File: src/rtl/pes_piso.sv
`default_nettype none
// ============================================================================
//  Module   : pes_piso
//  Purpose  : Parallel-in / serial-out shifter with a one-word holding buffer.
//             Words are sent LSB first, advanced by shift_en, and the next
//             buffered word follows the current one with no idle gap.
//  Revision : 1.0  initial release
// ============================================================================
module pes_piso #(
   parameter int WIDTH = 8
) (
   input  logic             clk,
   input  logic             reset,
   input  logic [WIDTH-1:0] data_in,
   input  logic             load_valid,
   output logic             load_ready,
   input  logic             shift_en,
   output logic             serial_out,
   output logic             serial_valid,
   output logic             frame_start,
   output logic             done
);

   localparam int                CNT_W    = $clog2(WIDTH);
   localparam logic [CNT_W-1:0]  CNT_LAST = CNT_W'(WIDTH - 1);

   typedef enum logic [0:0] {
      S_IDLE  = 1'b0,
      S_SHIFT = 1'b1
   } state_t;

   state_t             state_q, state_d;
   logic [WIDTH-1:0]   sr_q, sr_d;
   logic [CNT_W-1:0]   cnt_q, cnt_d;
   logic [WIDTH-1:0]   hold_q, hold_d;
   logic               hold_full_q, hold_full_d;
   logic               done_q, done_d;
   logic               accept;

   // Buffer is free only when empty; forced busy during reset so nothing lands.
   assign load_ready = ~hold_full_q & ~reset;
   assign accept     = load_valid & load_ready;

   // State register; reset discards the word in flight and any buffered word.
   always_ff @(posedge clk) begin
      if (reset) begin
         state_q     <= S_IDLE;
         sr_q        <= '0;
         cnt_q       <= '0;
         hold_q      <= '0;
         hold_full_q <= 1'b0;
         done_q      <= 1'b0;
      end else begin
         state_q     <= state_d;
         sr_q        <= sr_d;
         cnt_q       <= cnt_d;
         hold_q      <= hold_d;
         hold_full_q <= hold_full_d;
         done_q      <= done_d;
      end
   end

   // Next state: buffer-to-shifter transfer, bit advance, and word completion.
   always_comb begin
      state_d     = state_q;
      sr_d        = sr_q;
      cnt_d       = cnt_q;
      hold_d      = hold_q;
      hold_full_d = hold_full_q;
      done_d      = 1'b0;

      case (state_q)
         S_IDLE: begin
            if (hold_full_q) begin
               sr_d        = hold_q;
               cnt_d       = '0;
               hold_full_d = 1'b0;
               state_d     = S_SHIFT;
            end
         end
         S_SHIFT: begin
            if (shift_en) begin
               if (cnt_q == CNT_LAST) begin
                  done_d = 1'b1;
                  if (hold_full_q) begin
                     // Chain straight into the buffered word.
                     sr_d        = hold_q;
                     cnt_d       = '0;
                     hold_full_d = 1'b0;
                  end else begin
                     state_d = S_IDLE;
                  end
               end else begin
                  sr_d  = sr_q >> 1;
                  cnt_d = cnt_q + 1'b1;
               end
            end
         end
         default: state_d = S_IDLE;
      endcase

      // An accept only happens with the buffer empty, so it can never collide
      // with a transfer out of the buffer above.
      if (accept) begin
         hold_d      = data_in;
         hold_full_d = 1'b1;
      end
   end

   // Serial outputs are only meaningful while shifting; forced low when idle.
   always_comb begin
      serial_valid = (state_q == S_SHIFT);
      serial_out   = (state_q == S_SHIFT) & sr_q[0];
      frame_start  = (state_q == S_SHIFT) & (cnt_q == '0);
      done         = done_q;
   end

endmodule
`default_nettype wire
File: config.mk
export PLATFORM = sky130hd
export DESIGN_NAME = pes_piso
export DESIGN_NICKNAME = d
export VERILOG_FILES = /design/src/rtl/pes_piso.sv
export SDC_FILE = /design/constraint.sdc
export NUM_CORES = 1
export LEC_CHECK = 0
export CAP_MARGIN = 10
export CORE_MARGIN = 2
export CORE_UTILIZATION = 54
export DETAILED_ROUTE_END_ITERATION = 16
export PLACE_DENSITY = 0.89
export SLEW_MARGIN = 20
export SYNTH_ARGS = -nofsm -noshare
export SYNTH_HDL_FRONTEND = slang
export SYNTH_SLANG_ARGS = --single-unit
File: constraint.sdc
create_clock -name clk -period 2.9 [get_ports clk]
set_clock_uncertainty 0.05 [all_clocks]
set_input_delay 0.725 -clock clk [delete_from_list [all_inputs] [get_ports clk]]
set_output_delay 0.725 -clock clk [all_outputs]
set_load 0.005 [all_outputs]
==> results of run 1 <==
[power by group]
| group | internal (mW) | leakage (nW) | total [mW] | switching, mW |
|---|---|---|---|---|
| registers | 0.321 | 0.180 | 0.336 | 0.0146 |
| logic | 0.0489 | 0.271 | 0.0939 | 0.0450 |
| clock network | 0.0767 | 0.0210 | 0.168 | 0.0916 |
[cell families (layout without fill, tap and decap cells)]
kind of cell	after synthesis	count (layout)
multiplexers	4	4
AND/OR/NAND/NOR	55	55
buffers and inverters	8	24
AO/OA/AOI/OAI	24	24
adder cells (fa/ha/maj)	4	4
flip-flops	22	22
[cell type report]
class / count / area, um2
Clock buffer: 4 / 36.3
Fill cell: 155 / 529
Inverter: 3 / 11.3
Multi-Input combinational cell: 87 / 510
Sequential cell: 22 / 440
Tap cell: 25 / 31.3
Timing Repair Buffer: 17 / 168
[per-stage QoR]
stage / power (mW) / cell area (um2) / std cells
floorplan: 0.399 / 982 / 117
global placement: 0.432 / 1160 / 154
detailed placement: 0.437 / 1160 / 154
CTS: 0.602 / 1200 / 158
global route: 0.627 / 1200 / 158
finish: 0.598 / 1200 / 158
[worst max-delay path: cells and delay by family]
kind / cells / cell delay [ps]
buf+inv: 2 / 940
simple gates: 1 / 110
[state kept, by name (all words and copies together), names as in the netlist]
| name | flops |
|---|---|
| hold_q | 8 |
| done | 1 |
| serial_valid | 1 |
| sr_q | 8 |
| cnt_q | 3 |
| hold_full_q | 1 |
[layer usage]
| metal | part of all wire, % | up-vias |
|---|---|---|
| met4 | 1.2 | 0 |
| met1 | 43 | 398 |
| li1 | - | 421 |
| met5 | 0 | - |
| met3 | 4.1 | 4 |
| met2 | 52 | 20 |
[cell usage in the layout, fill, tap and decap left out, drive strengths merged]
cell            n
a22oi           2
dfxtp          22
a2111oi         1
a21boi          1
mux2i           4
nor3            1
a21oi          12
a21o            1
nor2b           2
nor4            2
nand3b          1
a211oi          3
ha              4
clkbuf          4
nand2b          3
clkdlybuf4s50  16
o21ai           2
buf             1
nor2           21
and2b           1
inv             3
o211ai          1
o21a            1
and2            1
nand2          22
nor3b           1
[how the worst max path moves through the flow]
| stage | start | endpoint | slack, ps |
|---|---|---|---|
| 6_report | reset | load_ready | 350 |
| 5_1_grt | reset | load_ready | 280 |
| 4_1_cts | reset | load_ready | 340 |
| 3_5_place_dp | reset | load_ready | 340 |
| 3_3_place_gp | reset | load_ready | 350 |
| 2_1_floorplan | reset | load_ready | 1070 |
==> flow_summary_export.csv, run 1 <==
group,metric,value,unit
outcome,outcome,"complete, no violations",
cells_and_area,drive_gt1_share,7.52,%
power,p_per_area,499,mW/mm2
floorplanning,core_region_area,0.00173,mm2
sta,finalCriticalPeriod,2550,ps
yosys,synthFlopType,"dfxtp_1",
setup_path,cp.arrival,1770,ps
sta,fin_ws,352,ps
yosys,syn_area_per_cell,8.39,um2
global_routing,grt_pass1_wl,3340,um
cts,clock_latency,310,ps
place,post-dp-hpwl,1420,um
sta,maxSlewViolCount,0,
setup_path,max_stage_delay,500,ps
detailed_routing,drt_drc_violations_left,0,
global_routing,grtUsageMet2,40.0,%
setup_path,worst-setup-path-type,"primary input to primary output",
global_routing,gr-usage-all-layers,22.1,%
floorplanning,die_area,0.00218,mm2
yosys,synth-xor-area-share,0,%
yosys,synthTopCellsByArea,"dfxtp_1 (45%), nand2_1 (8.4%), nor2_1 (7.6%)",
sta,tightest_slew,607,ps
yosys,syn_nets,133,
setup_path,regToRegStartpoint,"cnt_q[0]",
place,gp_congestion,0.752,
setup_path,cp_cell_sequence,"clkdlybuf4s50_1 -> nor2_1 -> clkdlybuf4s50_1",
global_routing,grt_util_met3,7.06,%
sta,hold_viol,0,
cts,cts_root_buffer,"clkbuf_4",
detailed_routing,vias,843,
yosys,muxShareOfSynthArea,4.08,%
yosys,ys_types,26,
global_routing,grt_max_degree,23,
cts,clock_path_buffers,2,
yosys,yosysTopAreaCell,"dfxtp_1",
yosys,synth_edf_count,0,
setup_path,cp_slowest_cell,"clkdlybuf4s50_1",
sta,rsz0062_at_grt,"no",
setup_path,crit_top_cell,"clkdlybuf4s50_1",
cts,postCtsHoldBufs,0,
worst_hold_path,min_path_type,"register to register",
worst_hold_path,whs_path_depth,2,
global_routing,grt_antenna_before_repair,0,
setup_path,cp-end-kind,"primary output",
setup_path,crit_fanout,2,
cells_and_area,n_antenna_cell,0,
cells_and_area,final_util,69.3,%
floorplanning,die_y,46.7,um
floorplanning,row_count,15,
global_routing,busiest_layer,"met2",
global_routing,overflow,0,
cts,clk_pin_slew_worst_paths,110,ps
sta,setup_tns,0,ps
sta,finalCritPeriodShare,87.8,%
setup_path,reg2reg_depth,6,
global_routing,grt_pass1_vias,805,
setup_path,r2r_slack,1110,ps
floorplanning,initial_core_util,56.9,%
detailed_routing,dr.pass1.iters,4,
yosys,synthArstFlopShare,0,%
setup_path,reg2reg_to,"sr_q[2]",
detailed_routing,drtIter0Drc,18,
worst_hold_path,min_from,"hold_q[6]",
yosys,synth_top_area_share,44.8,%
yosys,synth_top_family_by_area,"simple AND/OR/NAND/NOR gates",
place,dp_slack,345,ps
power,cellLeakagePower,0.472,nW
global_routing,met1_usage,24.3,%
yosys,ys_ff_latch,22,
worst_hold_path,worstHoldEndpoint,"hold_q[6]",
yosys,synthCells,117,
yosys,synthesis.area,982,um2
cts,cts_tree,"done",
sta,fin_hold_ws,417,ps
flow_run,max_cap_viol_count,0,
yosys,synth_simple_gate_area_share,24.8,%
yosys,synth-adder-area-share,5.10,%
yosys,synth_common_cells,"dfxtp_1 (22), nand2_1 (22), nor2_1 (20), a21oi_1 (12)",
cts,post_cts_resized,0,
detailed_routing,final_antenna_net_count,0,
cts,clock-sinks,22,
cells_and_area,synthToLayoutAreaGrowth,21.9,%
setup_path,startpoint_type,"primary input",
detailed_routing,via_per_inst,5.34,
setup_path,worstPathRequired,2120,ps
yosys,ys_seq_area_share,44.8,%
floorplanning,die_w,46.7,um
cells_and_area,fin_nets,150,
cts,h-tree-depth,1,
detailed_routing,wl_per_cell,12.3,um
sta,fmax,393,MHz
detailed_routing,drt_wl_total,1940,um
sta,finalSetupViolations,0,
cts,cts_setup_buffers,0,
sta,relSlewSlack,59.5,%
yosys,yosysWarningCount,0,
floorplanning,ios,17,
power,irDropWorstVdd,296,uV
place,io_buffer_count,16,
yosys,synth_compound_area_share,18.0,%
cts,cts_buffers,3,
Power figures use the tool's default switching activity.
==> run 2: changes to the inputs <==
Settings changed: CTS_BUF_LIST set to sky130_fd_sc_hd__clkbuf_4 sky130_fd_sc_hd__clkbuf_8 sky130_fd_sc_hd__clkbuf_16.
==> results of run 2 <==
The final DEF is identical to that of run 1; final timing and power are the same.
==> run 3: changes to the inputs <==
Settings changed: CORE_MARGIN 2 to 1.
==> run 3 against run 2 <==
  * Routed wire length fell by 2.9%
  * Critical path depth did not move
  * Clock-buffer cell count fell by 1
  * First-iteration DRC count fell by 17%
  * Combinational power rose by 0.4%
  * Flip-flop and latch count did not move
  * Hold slack barely moved
  * Sequential share of layout area rose by 0.43 points
  * Global-route usage fell by 0.35 points
  * Via count fell by 2.6%
  * Maximum frequency fell by 0.38%
  * Clock power fell by 18%
  * Largest cell class unchanged
==> flow_summary_export.csv, run 3 (synthesized netlist as in run 1, its figures left out) <==
group,metric,value,unit
power,finalPower,567,uW
cts,clock-sinks,22,
global_routing,grt_max_degree,23,
setup_path,cp.arrival,1780,ps
setup_path,startpoint_type,"primary input",
cells_and_area,synthToLayoutAreaGrowth,20.5,%
cts,cts_buffers,3,
setup_path,crit_top_cell,"clkdlybuf4s50_1",
place,dp_slack,329,ps
sta,setup_tns,0,ps
setup_path,worst-setup-path-type,"primary input to primary output",
sta,tightest_slew,591,ps
power,irDropWorstVdd,292,uV
power,p_per_area,479,mW/mm2
place,place_area,0.00116,mm2
floorplanning,core_region_area,0.00171,mm2
cts,post_cts_resized,0,
setup_path,cp_cell_sequence,"clkdlybuf4s50_1 -> nor2_1 -> clkdlybuf4s50_1",
sta,fin_ws,343,ps
sta,finalSetupViolations,0,
cells_and_area,final_util,69.3,%
floorplanning,row_count,15,
sta,rsz0062_at_grt,"no",
floorplanning,ios,17,
cts,cts_tree,"done",
cts,postCtsHoldBufs,0,
global_routing,gr-usage-all-layers,21.8,%
place,post-dp-hpwl,1410,um
detailed_routing,drt_drc_violations_left,0,
global_routing,grt_pass1_wl,3190,um
setup_path,worstPathRequired,2120,ps
cells_and_area,postLayoutCellArea,0.00118,mm2
floorplanning,die_y,44.7,um
detailed_routing,via_per_inst,5.23,
floorplanning,die_w,44.7,um
cts,clock_path_buffers,2,
cts,clock_latency,310,ps
place,gp_congestion,0.757,
global_routing,overflow,0,
place,io_buffer_count,16,
worst_hold_path,min_path_type,"register to register",
power,cellLeakagePower,0.465,nW
sta,finalCritPeriodShare,88.2,%
floorplanning,die_area,0.00199,mm2
cts,cts_root_buffer,"clkbuf_4",
detailed_routing,dr.pass1.iters,4,
detailed_routing,final_antenna_net_count,0,
detailed_routing,drt_wl_total,1880,um
detailed_routing,wl_per_cell,12.0,um
cells_and_area,n_antenna_cell,0,
cells_and_area,final.fill_count,126,
cells_and_area,reg.largest.list,"hold_q x8, sr_q x8, cnt_q x3",
detailed_routing,drtIter0Drc,15,
cells_and_area,drive_gt1_share,6.82,%
cts,cts_setup_buffers,0,
cells_and_area,final_cell_count_no_fill,157,
setup_path,max_stage_delay,500,ps
cells_and_area,layout_common_cells,"nand2_1 (22), dfxtp_1 (22), nor2_1 (20)",
sta,relSlewSlack,60.5,%
sta,fin_hold_ws,417,ps
setup_path,cp_slowest_cell,"clkdlybuf4s50_1",
flow_run,max_cap_viol_count,0,
cells_and_area,fin_nets,150,
global_routing,grt_antenna_before_repair,0,
sta,fmax,391,MHz
place,placed_cells,154,
sta,maxSlewViolCount,0,
global_routing,grt_pass1_vias,767,
floorplanning,initial_core_util,57.5,%
outcome,outcome,"complete, no violations",
setup_path,crit_fanout,2,
sta,finalCriticalPeriod,2560,ps
cts,h-tree-depth,1,
setup_path,cp-end-kind,"primary output",
detailed_routing,vias,821,
cts,clk_pin_slew_worst_paths,110,ps
sta,hold_viol,0,
==> run 3: cell types whose count changed in the layout (fill, tap and decap cells not counted), sizes merged <==
cell / delta
clkbuf: -1
==> run 3: cell type report <==
class | instances | area, um2 | share of cell area, %
inverters | 3 | 11.3 | 0.951
well taps | 25 | 31.3 | 2.64
flip-flops and latches | 22 | 440 | 37.2
multi-input cells | 87 | 510 | 43.1
repair buffers | 17 | 168 | 14.2
clock buffers | 3 | 22.5 | 1.90
==> run 3: worst paths after layout <==
| kind | from | endpoint | slack, ps | cells past startpoint |
|---|---|---|---|---|
| worst max-delay path | reset | load_ready | 340 | 3 |
| worst min-delay path | hold_q[5] | hold_q[5] | 420 | 2 |
| worst max register to register | cnt_q[0] | sr_q[2] | 1090 | 6 |
| worst min register to register | hold_q[5] | hold_q[5] | 420 | 2 |
==> run 3: worst max-delay path: cells and delay by family <==
family        cells  cell delay, ps
buf+inv           2             940
simple gates      1             110
==> run 3: per-layer routing <==
metal,up-vias,global-route usage (%),wire (um)
met1,377,25.5,805
met2,20,39.7,974
li1,419,-,-
met5,-,0,0
met4,0,9.09,34
met3,5,2.45,68
==> run 3: power breakdown <==
| part | total [mW] | internal [mW] | leakage (nW) | switching (mW) |
|---|---|---|---|---|
| logic | 0.0943 | 0.0489 | 0.271 | 0.0454 |
| registers | 0.335 | 0.321 | 0.180 | 0.0144 |
| clock network | 0.138 | 0.0486 | 0.0138 | 0.0892 |
| total | 0.567 | 0.418 | 0.465 | 0.149 |
